File: src/rtl/spi_slave_rx.sv
`default_nettype none
// ============================================================================
//  Module      : spi_slave_rx
//  Description : SPI slave receiver. Oversamples SCLK/CS/MOSI on clk, supports
//                all four CPOL/CPHA modes, assembles MSB-first words and hands
//                them to the system side with a valid/ack handshake and a
//                sticky overrun flag. Define SPI_SLAVE_RX_MISO_EN to compile in
//                the MISO shift-out path; otherwise miso is tied low.
//  Revision    : 1.0 - initial release
// ============================================================================
module spi_slave_rx #(
  parameter int DATA_W      = 8,
  parameter int SYNC_STAGES = 2
) (
  input  logic              clk,
  input  logic              rst_n,
  input  logic              cpol,
  input  logic              cpha,
  input  logic              sclk,
  input  logic              cs,
  input  logic              mosi,
  output logic [DATA_W-1:0] rx_data,
  output logic              rx_valid,
  input  logic              rx_ack,
  output logic              overrun,
  input  logic              ovr_clr,
  output logic              busy,
  input  logic [DATA_W-1:0] tx_data,
  output logic              miso
);

  localparam int c_CNT_W = (DATA_W > 2) ? $clog2(DATA_W) : 1;
  localparam logic [c_CNT_W-1:0] c_LAST = c_CNT_W'(DATA_W - 1);

  typedef enum logic [0:0] {
    S_IDLE   = 1'b0,
    S_ACTIVE = 1'b1
  } state_t;

  state_t                 r_state;
  state_t                 w_state_nxt;
  logic [SYNC_STAGES-1:0] r_sclk_sync;
  logic [SYNC_STAGES-1:0] r_cs_sync;
  logic [SYNC_STAGES-1:0] r_mosi_sync;
  logic                   r_sclk_d;
  logic                   r_mosi_d;
  logic                   r_sample_stb;
  logic [c_CNT_W-1:0]     r_bit_cnt;
  logic [DATA_W-1:0]      r_shift;
  logic [DATA_W-1:0]      r_rx_data;
  logic                   r_rx_valid;
  logic                   r_overrun;
  logic                   w_sclk_s;
  logic                   w_cs_s;
  logic                   w_mosi_s;
  logic                   w_lead;
  logic                   w_trail;
  logic                   w_complete;
  logic [DATA_W-1:0]      w_word;

  assign w_sclk_s = r_sclk_sync[SYNC_STAGES-1];
  assign w_cs_s   = r_cs_sync[SYNC_STAGES-1];
  assign w_mosi_s = r_mosi_sync[SYNC_STAGES-1];

  // Leading edge leaves the idle level, trailing edge returns to it.
  assign w_lead  = (w_sclk_s != r_sclk_d) && (w_sclk_s != cpol);
  assign w_trail = (w_sclk_s != r_sclk_d) && (w_sclk_s == cpol);
  assign w_word  = {r_shift[DATA_W-2:0], r_mosi_d};

  // Equal-depth synchronizers keep MOSI aligned with SCLK; CS resets inactive.
  always_ff @(posedge clk or negedge rst_n) begin
    if (!rst_n) begin
      r_sclk_sync  <= '0;
      r_cs_sync    <= '1;
      r_mosi_sync  <= '0;
      r_sclk_d     <= 1'b0;
      r_mosi_d     <= 1'b0;
      r_sample_stb <= 1'b0;
    end else begin
      r_sclk_sync  <= {r_sclk_sync[SYNC_STAGES-2:0], sclk};
      r_cs_sync    <= {r_cs_sync[SYNC_STAGES-2:0], cs};
      r_mosi_sync  <= {r_mosi_sync[SYNC_STAGES-2:0], mosi};
      r_sclk_d     <= w_sclk_s;
      r_mosi_d     <= w_mosi_s;
      r_sample_stb <= cpha ? w_trail : w_lead;
    end
  end

  // FSM state register.
  always_ff @(posedge clk or negedge rst_n) begin
    if (!rst_n) r_state <= S_IDLE;
    else        r_state <= w_state_nxt;
  end

  // Next state and word-completion strobe.
  always_comb begin
    w_state_nxt = r_state;
    w_complete  = 1'b0;
    case (r_state)
      S_IDLE: begin
        if (!w_cs_s) w_state_nxt = S_ACTIVE;
      end
      S_ACTIVE: begin
        if (w_cs_s) w_state_nxt = S_IDLE;
        else        w_complete  = r_sample_stb && (r_bit_cnt == c_LAST);
      end
      default: w_state_nxt = S_IDLE;
    endcase
  end

  // Receive shift register and bit counter; a CS rise drops any partial word.
  always_ff @(posedge clk or negedge rst_n) begin
    if (!rst_n) begin
      r_shift   <= '0;
      r_bit_cnt <= '0;
    end else if (r_state == S_IDLE || w_cs_s) begin
      r_shift   <= '0;
      r_bit_cnt <= '0;
    end else if (r_sample_stb) begin
      r_shift   <= w_word;
      r_bit_cnt <= w_complete ? '0 : r_bit_cnt + c_CNT_W'(1);
    end
  end

  // Output word, valid handshake (completion beats ack) and sticky overrun.
  always_ff @(posedge clk or negedge rst_n) begin
    if (!rst_n) begin
      r_rx_data  <= '0;
      r_rx_valid <= 1'b0;
      r_overrun  <= 1'b0;
    end else begin
      if (w_complete) begin
        r_rx_data  <= w_word;
        r_rx_valid <= 1'b1;
      end else if (rx_ack) begin
        r_rx_valid <= 1'b0;
      end
      if (w_complete && r_rx_valid && !rx_ack) r_overrun <= 1'b1;
      else if (ovr_clr)                        r_overrun <= 1'b0;
    end
  end

  assign rx_data  = r_rx_data;
  assign rx_valid = r_rx_valid;
  assign overrun  = r_overrun;
  assign busy     = ~w_cs_s;

`ifdef SPI_SLAVE_RX_MISO_EN
  logic              r_drive_stb;
  logic [DATA_W-1:0] r_tx_sr;
  logic              r_miso_q;
  logic [DATA_W-1:0] w_tx_src;

  // At a word boundary (counter wrapped) the next word comes from tx_data.
  assign w_tx_src = (r_bit_cnt == '0) ? tx_data : r_tx_sr;

  // Drive-edge strobe, delayed to line up with the sample strobe.
  always_ff @(posedge clk or negedge rst_n) begin
    if (!rst_n) r_drive_stb <= 1'b0;
    else        r_drive_stb <= cpha ? w_lead : w_trail;
  end

  // TX shifter: cpha=0 presents the MSB directly and shifts on trailing edges;
  // cpha=1 launches each bit into r_miso_q on leading edges.
  always_ff @(posedge clk or negedge rst_n) begin
    if (!rst_n) begin
      r_tx_sr  <= '0;
      r_miso_q <= 1'b0;
    end else if (r_state == S_IDLE) begin
      r_tx_sr  <= tx_data;
      r_miso_q <= 1'b0;
    end else if (!w_cs_s && r_drive_stb) begin
      if (cpha) begin
        r_miso_q <= w_tx_src[DATA_W-1];
        r_tx_sr  <= {w_tx_src[DATA_W-2:0], 1'b0};
      end else begin
        r_tx_sr  <= (r_bit_cnt == '0) ? tx_data : {r_tx_sr[DATA_W-2:0], 1'b0};
      end
    end
  end

  assign miso = (r_state == S_ACTIVE) ? (cpha ? r_miso_q : r_tx_sr[DATA_W-1]) : 1'b0;
`else
  logic w_unused_tx;
  assign w_unused_tx = ^tx_data;
  assign miso        = 1'b0;
`endif

endmodule
`default_nettype wire

File: config.mk
export PLATFORM = sky130hd
export DESIGN_NAME = spi_slave_rx
export DESIGN_NICKNAME = d
export VERILOG_FILES = /design/src/rtl/spi_slave_rx.sv
export SDC_FILE = /design/constraint.sdc
export NUM_CORES = 1
export LEC_CHECK = 0
export ABC_AREA = 1
export CORE_MARGIN = 2
export CORE_UTILIZATION = 45
export CTS_CLUSTER_DIAMETER = 30
export DETAILED_ROUTE_END_ITERATION = 16
export PLACE_DENSITY = 0.74
export SLEW_MARGIN = 25
export SYNTH_ARGS = -nofsm -noshare
export SYNTH_HDL_FRONTEND = slang
export SYNTH_SLANG_ARGS = --single-unit
File: constraint.sdc
create_clock -name clk -period 2.4 [get_ports clk]
set_input_delay 0.36 -clock clk [delete_from_list [all_inputs] [get_ports clk]]
set_output_delay 0.36 -clock clk [all_outputs]
set_load 0.005 [all_outputs]
# Word level (Yosys, flattened, before mapping)
# Cells that the tools add are included.
# totals
in_bits,17
output_inout_bits,12
regBits,30
# op_classes
n_bitwise,2
muxes,13
n_reduce_logical,10
addsub,1
n_eq_ne,4
# ops
operator,count
$mux W7,2
$mux W3,3
$mux W1,8
$reduce_bool A2 Y1,3
$logic_and A1 B1 Y1,5
$add A3 B1 Y3 const B,1
$eq A3 B3 Y1 const B,1
$ne A1 B1 Y1,2
$not A1 Y1,2
$eq A1 B1 Y1,1
$logic_not A1 Y1,1
$logic_or A1 B1 Y1,1

# Longest topological paths before layout
# Gate-level depths: netlist (run 1).
# depth
word_depth,7
depth_mapped,6

# Worst setup path after synthesis (run 1)
# Ideal clock, no wire load.
# synth_timing
kind,register to register
start,register r_bit_cnt[0]
end,"register r_rx_data[1], in the netlist rx_data[1]"
required_ns,2.283
path_stages_with_launch,7
slack_ns,1.169
period_less_slack_ns,1.231
arrival_time_ns,1.114
setup_time_ns,0.117
cell_sequence,dfrtp_1 ha_1 ha_1 nand2_1 nor2_8 nand2_1 nand2_1
# synth_between
elab_chain_cells,4
# synth_rtl
item,line,text
from (decl),48,logic [c_CNT_W-1:0] r_bit_cnt;
from (signal assigned),121,r_bit_cnt <= w_complete ? '0 : r_bit_cnt + c_CNT_W'(1);
$eq A3 B3 Y1,105,else w_complete = r_sample_stb && (r_bit_cnt == c_LAST);
$logic_and A1 B1 Y1,105,
$mux W1,104,if (w_cs_s) w_state_nxt = S_IDLE;
$mux W1,99,case (r_state)
to (signal assigned),133,r_rx_data <= w_word;
to (decl),50,logic [DATA_W-1:0] r_rx_data;
# Every way passes these cells.
# A chain may end at the register's enable or synchronous reset.

# Worst setup path in the final report (run 1)
# layout_timing
start,register r_cs_sync[1]
end,output port busy
# layout_between
elab_chain_cells,1
# layout_rtl
item,line,text
from (decl),43,logic [SYNC_STAGES-1:0] r_cs_sync;
from (signal assigned),81,"r_cs_sync <= {r_cs_sync[SYNC_STAGES-2:0], cs};"
$not A1 Y1,146,assign busy = ~w_cs_s;
to (decl),27,"output logic busy,"
# Every way passes these cells.

==> run summary, run 1 <==
status - finished, final reports clean
Synth Warn # - 0
Die Span Y - 54.9 um
CP startpoint - r_cs_sync[1]
Slew Viols, Final - 0
power per cell area - 608 nW/um^2
critical-path cell list - inv_1, clkdlybuf4s50_1
Worst Path Max Fanout - 4
antenna-violating nets left - 0
worst reg2reg setup slack - 1080 ps
crit-path max cell delay - 520 ps
max_cap viols - 0
total CTS buffers - 5
Critical Path End - busy
Mapped Area - 1170 sq um
Synth Area per Inst - 9.81 sq um
hold bufs inserted after CTS - 0
Layout Nets - 163
Final Worst Setup Slack - 615 ps
non-filler cells, final - 175
vias in the first global route - 820
post-synthesis sequential area ratio - 0.645
minimum clock period - 1790 ps
Yosys cell types - 14
clk sinks - 30
starting density of the core - 0.471
initial antenna violation count - 0
skew final - 7.35 ps
depth of the most critical reg-to-reg path - 4
worst skew pair latency - 320 ps
WP data required - 2040 ps
WL final - 1920 um
CP Capture Type - output pin
Cell Rows - 18
area leader, netlist - dfrtp_1
clk buf depth - 2
crit path kind - flip-flop to output pin
CTS resizes - 0
post-CTS setup buffer count - 0
final instance area - 1450 sq um
fmax - 560 MHz
DP Worst Slack - 963 ps
Finish-stage setup viols - 0
Core ar. - 2480 sq um
Syn Nets - 138
Yosys reg bits - 30
Routed WL per cell - 11.0 um
clock slew at reported path FFs - 90 ps
n_diodes - 0
remaining global-route overflow - 0
CP Launch Type - flip-flop
kind of cell adding the most delay to the critical path - buffers and inverters
first-pass GRT wire length - 3150 um
Buf/Inv on CP - 2
final hold vios - 0
setup_tns - 0 ps
routability cong. - 0.788
Die W - 54.9 um
Hold WC Path Type - flip-flop to flip-flop
CP arrival - 1430 ps
Area Growth Syn to Fin - 24.0%
leakage - 0.754 nW
Synth Flop Type - dfrtp_1
Gate Count Post-Synth - 119
top-count cell post-synth - nand2_1
Initial DRC Count - 7
ys async rst share - 1.00
Reg2Reg Capture Point - r_bit_cnt[1]
Fillers - 227
final hold slack - 354 ps
Tcrit/Tclk final - 0.744
DR DRC count - 0
largest net degree at the start of global routing - 31
top-area cell type share of the netlist area - 0.600
layout cells sized above 1 - 0.0897
Finished Core Util - 0.584
DR pass1 iterations - 4
all-layer global routing usage - 0.160
vias per inst - 4.79
CTS H-tree depth - 2
critical register-to-register path startpoint - r_sample_stb
die area - 3020 sq um
CTS tree - yes
EDFF count, synth - 0
power consumption - 880 uW
Peak VDD IR - 464 uV
slowest CP cell - dfstp_2
critical path depth - 2
via count - 839
largest cells by area after synthesis - dfrtp_1 (60%), nand2_1 (18%), dfstp_2 (4.5%), inv_1 (3.2%), a21oi_1 (3.0%)
num ports - 29
total placed cells including tap cells - 167
hpwl dp - 1380 um
Post-synth top cells - nand2_1 (55), dfrtp_1 (28), inv_1 (10), a21oi_1 (7), nor2_1 (5)
placed cell area - 1390 sq um
RSZ-0062 raised after global routing - false
IO buf count - 19
root buf cell - clkbuf_4
==> power by group <==
| group | total, mW | switching, mW | internal, mW |
|---|---|---|---|
| combinational | 0.0507 | 0.0299 | 0.0208 |
| sequential | 0.529 | 0.0117 | 0.518 |
| clock | 0.300 | 0.159 | 0.142 |
==> routing by layer <==
layer	track usage	part of all wire	wire (um)
met3	0.0565	0.059	114
met1	0.143	0.40	777
met2	0.290	0.51	987
met4	0.122	0.021	41
met5	0	0	0
==> cells in the final DEF (no fill, tap or decap) <==
master,instances
nand3_1,3
clkbuf_8,1
dfstp_2,2
clkdlybuf4s50_1,19
clkinv_2,1
ha_1,2
clkbuf_4,5
nor2_8,1
nand4_4,1
conb_1,1
nor2_1,5
dfrtp_1,28
o21ai_0,1
clkbuf_1,1
buf_4,1
a21oi_1,7
inv_1,10
nand2_1,55
nand2_4,1
==> final cells by class <==
| cell class | instances | area, sq um | share of cell area |
|---|---|---|---|
| Clock buffer | 7 | 55.1 | 0.0380 |
| Clock inverter | 1 | 5.00 | 0.00346 |
| Inverter | 10 | 37.5 | 0.0259 |
| Multi-Input combinational cell | 77 | 362 | 0.250 |
| Sequential cell | 30 | 753 | 0.520 |
| Tap cell | 30 | 37.5 | 0.0259 |
| Timing Repair Buffer | 20 | 198 | 0.137 |
==> cells by family after synthesis <==
logic type / after synthesis / share of synthesized area
flip-flops: 30 / 0.645
buffers and inverters: 12 / 0.0450
other: 1 / 0.00321
AO/OA/AOI/OAI: 8 / 0.0343
adder cells (fa/ha/maj): 2 / 0.0214
AND/OR/NAND/NOR: 66 / 0.251
==> sequential cells by signal, summed over array words and instances (netlist names), 2 cells and up <==
name,flops
r_cs_sync,2
r_bit_cnt,3
rx_data,8
r_sclk_sync,2
r_shift,7
r_mosi_sync,2
==> worst min-delay path by stage <==
stage / startpoint / end / slack (ps) / depth (start not counted)
floorplan: rst_n / overrun / 60 / 0
global placement: r_mosi_sync[1] / r_mosi_d / 340 / 0
detailed placement: r_mosi_sync[0] / r_mosi_sync[1] / 340 / 0
CTS: r_mosi_sync[0] / r_mosi_sync[1] / 360 / 0
global route: r_cs_sync[0] / r_cs_sync[1] / 360 / 0
finish: r_mosi_sync[0] / r_mosi_sync[1] / 350 / 0
Power figures use the tool's default switching activity.
==> run 2, diff against run 1 <==
CORE_UTILIZATION = 43   (was 45)
clock period = 1.58 ns   (was 2.4 ns; I/O delays follow)
==> run summary, run 2 (synthesized netlist as in run 1, its figures left out) <==
layout cells sized above 1 - 0.0828 (-0.00690)
total placed cells including tap cells - 168 (+0.60%)
Cell Rows - 18 (unchanged)
Die W - 56.1 um (+2.1%)
CP arrival - 1240 ps (-190 ps)
antenna-violating nets left - 0 (unchanged)
fmax - 678 MHz
Hold WC Path Type - primary input to asynchronous set/reset pin
Routed WL per cell - 11.1 um (+0.83%)
worst skew pair latency - 320 ps (about the same)
vias in the first global route - 823 (+0.37%)
Initial DRC Count - 18 (+11)
depth of the most critical reg-to-reg path - 6 (+2)
clock slew at reported path FFs - 80 ps (about the same)
sw frac - 0.232 (+0.00416)
crit path kind - flip-flop to output pin
setup_tns - 0 ps (unchanged)
hpwl dp - 1350 um (-2.2%)
Fillers - 239 (+5.3%)
Core ar. - 2520 sq um (+1.8%)
largest net degree at the start of global routing - 31 (unchanged)
combinational power share - 0.067 (+0.009)
final hold slack - 289 ps (-64.4 ps)
non-filler cells, final - 175 (unchanged)
Area Growth Syn to Fin - 23.3%
Slew Viols, Final - 0 (unchanged)
Clock power frac - 0.311 (-0.030)
RSZ-0062 raised after global routing - false
max_cap viols - 0 (unchanged)
routability cong. - 0.772 (-2.0%)
Die Span Y - 56.1 um (+2.1%)
leakage - 0.751 nW (-0.48%)
die area - 3150 sq um (+4.3%)
final hold vios - 0 (unchanged)
clk buf depth - 2 (unchanged)
Sw Pwr - 298 uW (+49%)
Worst Path Max Fanout - 4 (unchanged)
Layout Nets - 164 (+0.61%)
Finished Core Util - 0.570 (-0.0139)
vias per inst - 4.81 (+0.36%)
remaining global-route overflow - 0 (unchanged)
IO buf count - 19 (unchanged)
Tcrit/Tclk final - 0.934
status - finished, final reports clean
Reg2Reg Capture Point - rx_data[1]
WP data required - 1340 ps (-700 ps)
CP Capture Type - output pin
root buf cell - clkbuf_4
internal power - 988 uW (+45%)
max FFs per register - 8 (unchanged)
first-pass GRT wire length - 3360 um (+6.6%)
via count - 842 (+0.36%)
n_diodes - 0 (unchanged)
final instance area - 1440 sq um (-0.61%)
power per cell area - 893 nW/um^2 (+47%)
most frequent cells in the layout - nand2_1 (55), dfrtp_1 (28), clkdlybuf4s50_1 (18)
initial antenna violation count - 0 (unchanged)
CP Launch Type - flip-flop
starting density of the core - 0.463 (-0.00841)
clk sinks - 30 (unchanged)
CTS tree - yes
Peak VDD IR - 601 uV (+30%)
WL final - 1940 um (+0.83%)
worst reg2reg setup slack - 280 ps (-800 ps)
DR DRC count - 0 (unchanged)
total CTS buffers - 5 (unchanged)
register share of total power - 0.622 (+0.021)
Finish-stage setup viols - 0 (unchanged)
minimum clock period - 1480 ps
CTS H-tree depth - 2 (unchanged)
post-CTS setup buffer count - 0 (unchanged)
DR pass1 iterations - 4 (unchanged)
placed cell area - 1400 sq um (+0.54%)
all-layer global routing usage - 0.144 (-0.0160)
critical register-to-register path startpoint - r_bit_cnt[0]
skew final - 1.78 ps (-5.57 ps)
num ports - 29 (unchanged)
most common cell after layout, fill and taps aside - nand2_1
==> run 2: per-stage QoR <==
step / setup WS [ps] / power, mW
final: 105 / 1.29
after global routing: 58.1 / 1.35
after CTS: 93.5 / 1.30
after detailed placement: 263 / 0.903
after global placement: 278 / 0.898
after floorplan: 349 / 0.853
==> run 2: how the worst max path moves through the flow <==
stage                            start    endpoint  slack, ps  cells past startpoint
after floorplan           r_bit_cnt[0]  rx_data[1]        350                      6
after global placement    r_cs_sync[1]        busy        280                      2
after detailed placement  r_bit_cnt[0]  rx_data[1]        260                      6
after CTS                 r_cs_sync[1]        busy         90                      2
after global routing      r_cs_sync[1]        busy         60                      2
final                     r_cs_sync[1]        busy        100                      2
==> run 2: power groups by stage <==
stage	combinational, mW	sequential (mW)	clock (mW)
finish	0.0861	0.800	0.400
global route	0.0970	0.803	0.449
CTS	0.0880	0.800	0.415
detailed placement	0.0882	0.815	0
global placement	0.0842	0.814	0
floorplan	0.0437	0.810	0
==> run 2: final cells by class <==
class,count,area [sq um],share of cell area
Clock buffer,7,45.0,0.0313
Multi-Input combinational cell,77,362,0.251
Timing Repair Buffer,21,204,0.142
Sequential cell,30,753,0.523
Tap cell,30,37.5,0.0261
Inverter,10,37.5,0.0261
==> run 2: layer usage <==
layer	share of wire	routed length (um)	track usage	up-vias
li1	-	-	-	415
met1	0.42	821	0.164	389
met2	0.48	925	0.222	29
met3	0.066	128	0.0535	9
met4	0.030	59	0.102	0
met5	0	0	0	-
==> run 2: worst max-delay path, stage by stage (launching register included) <==
cell and delay (ps):
dfstp_2 520, inv_1 110, dlygate4sd2_1 290
==> run 2: timing repair <==
action,4_1_cts,5_1_grt
gates resized for setup,1,0
setup endpoints to repair,1,0
hold buffers,0,0
==> run 3, diff against run 2 <==
CTS_CLUSTER_SIZE = 24   (was not set)
GPL_ROUTABILITY_DRIVEN = 0   (was not set)
==> results of run 3 <==
The final DEF is identical to that of run 2; final timing and power are the same.
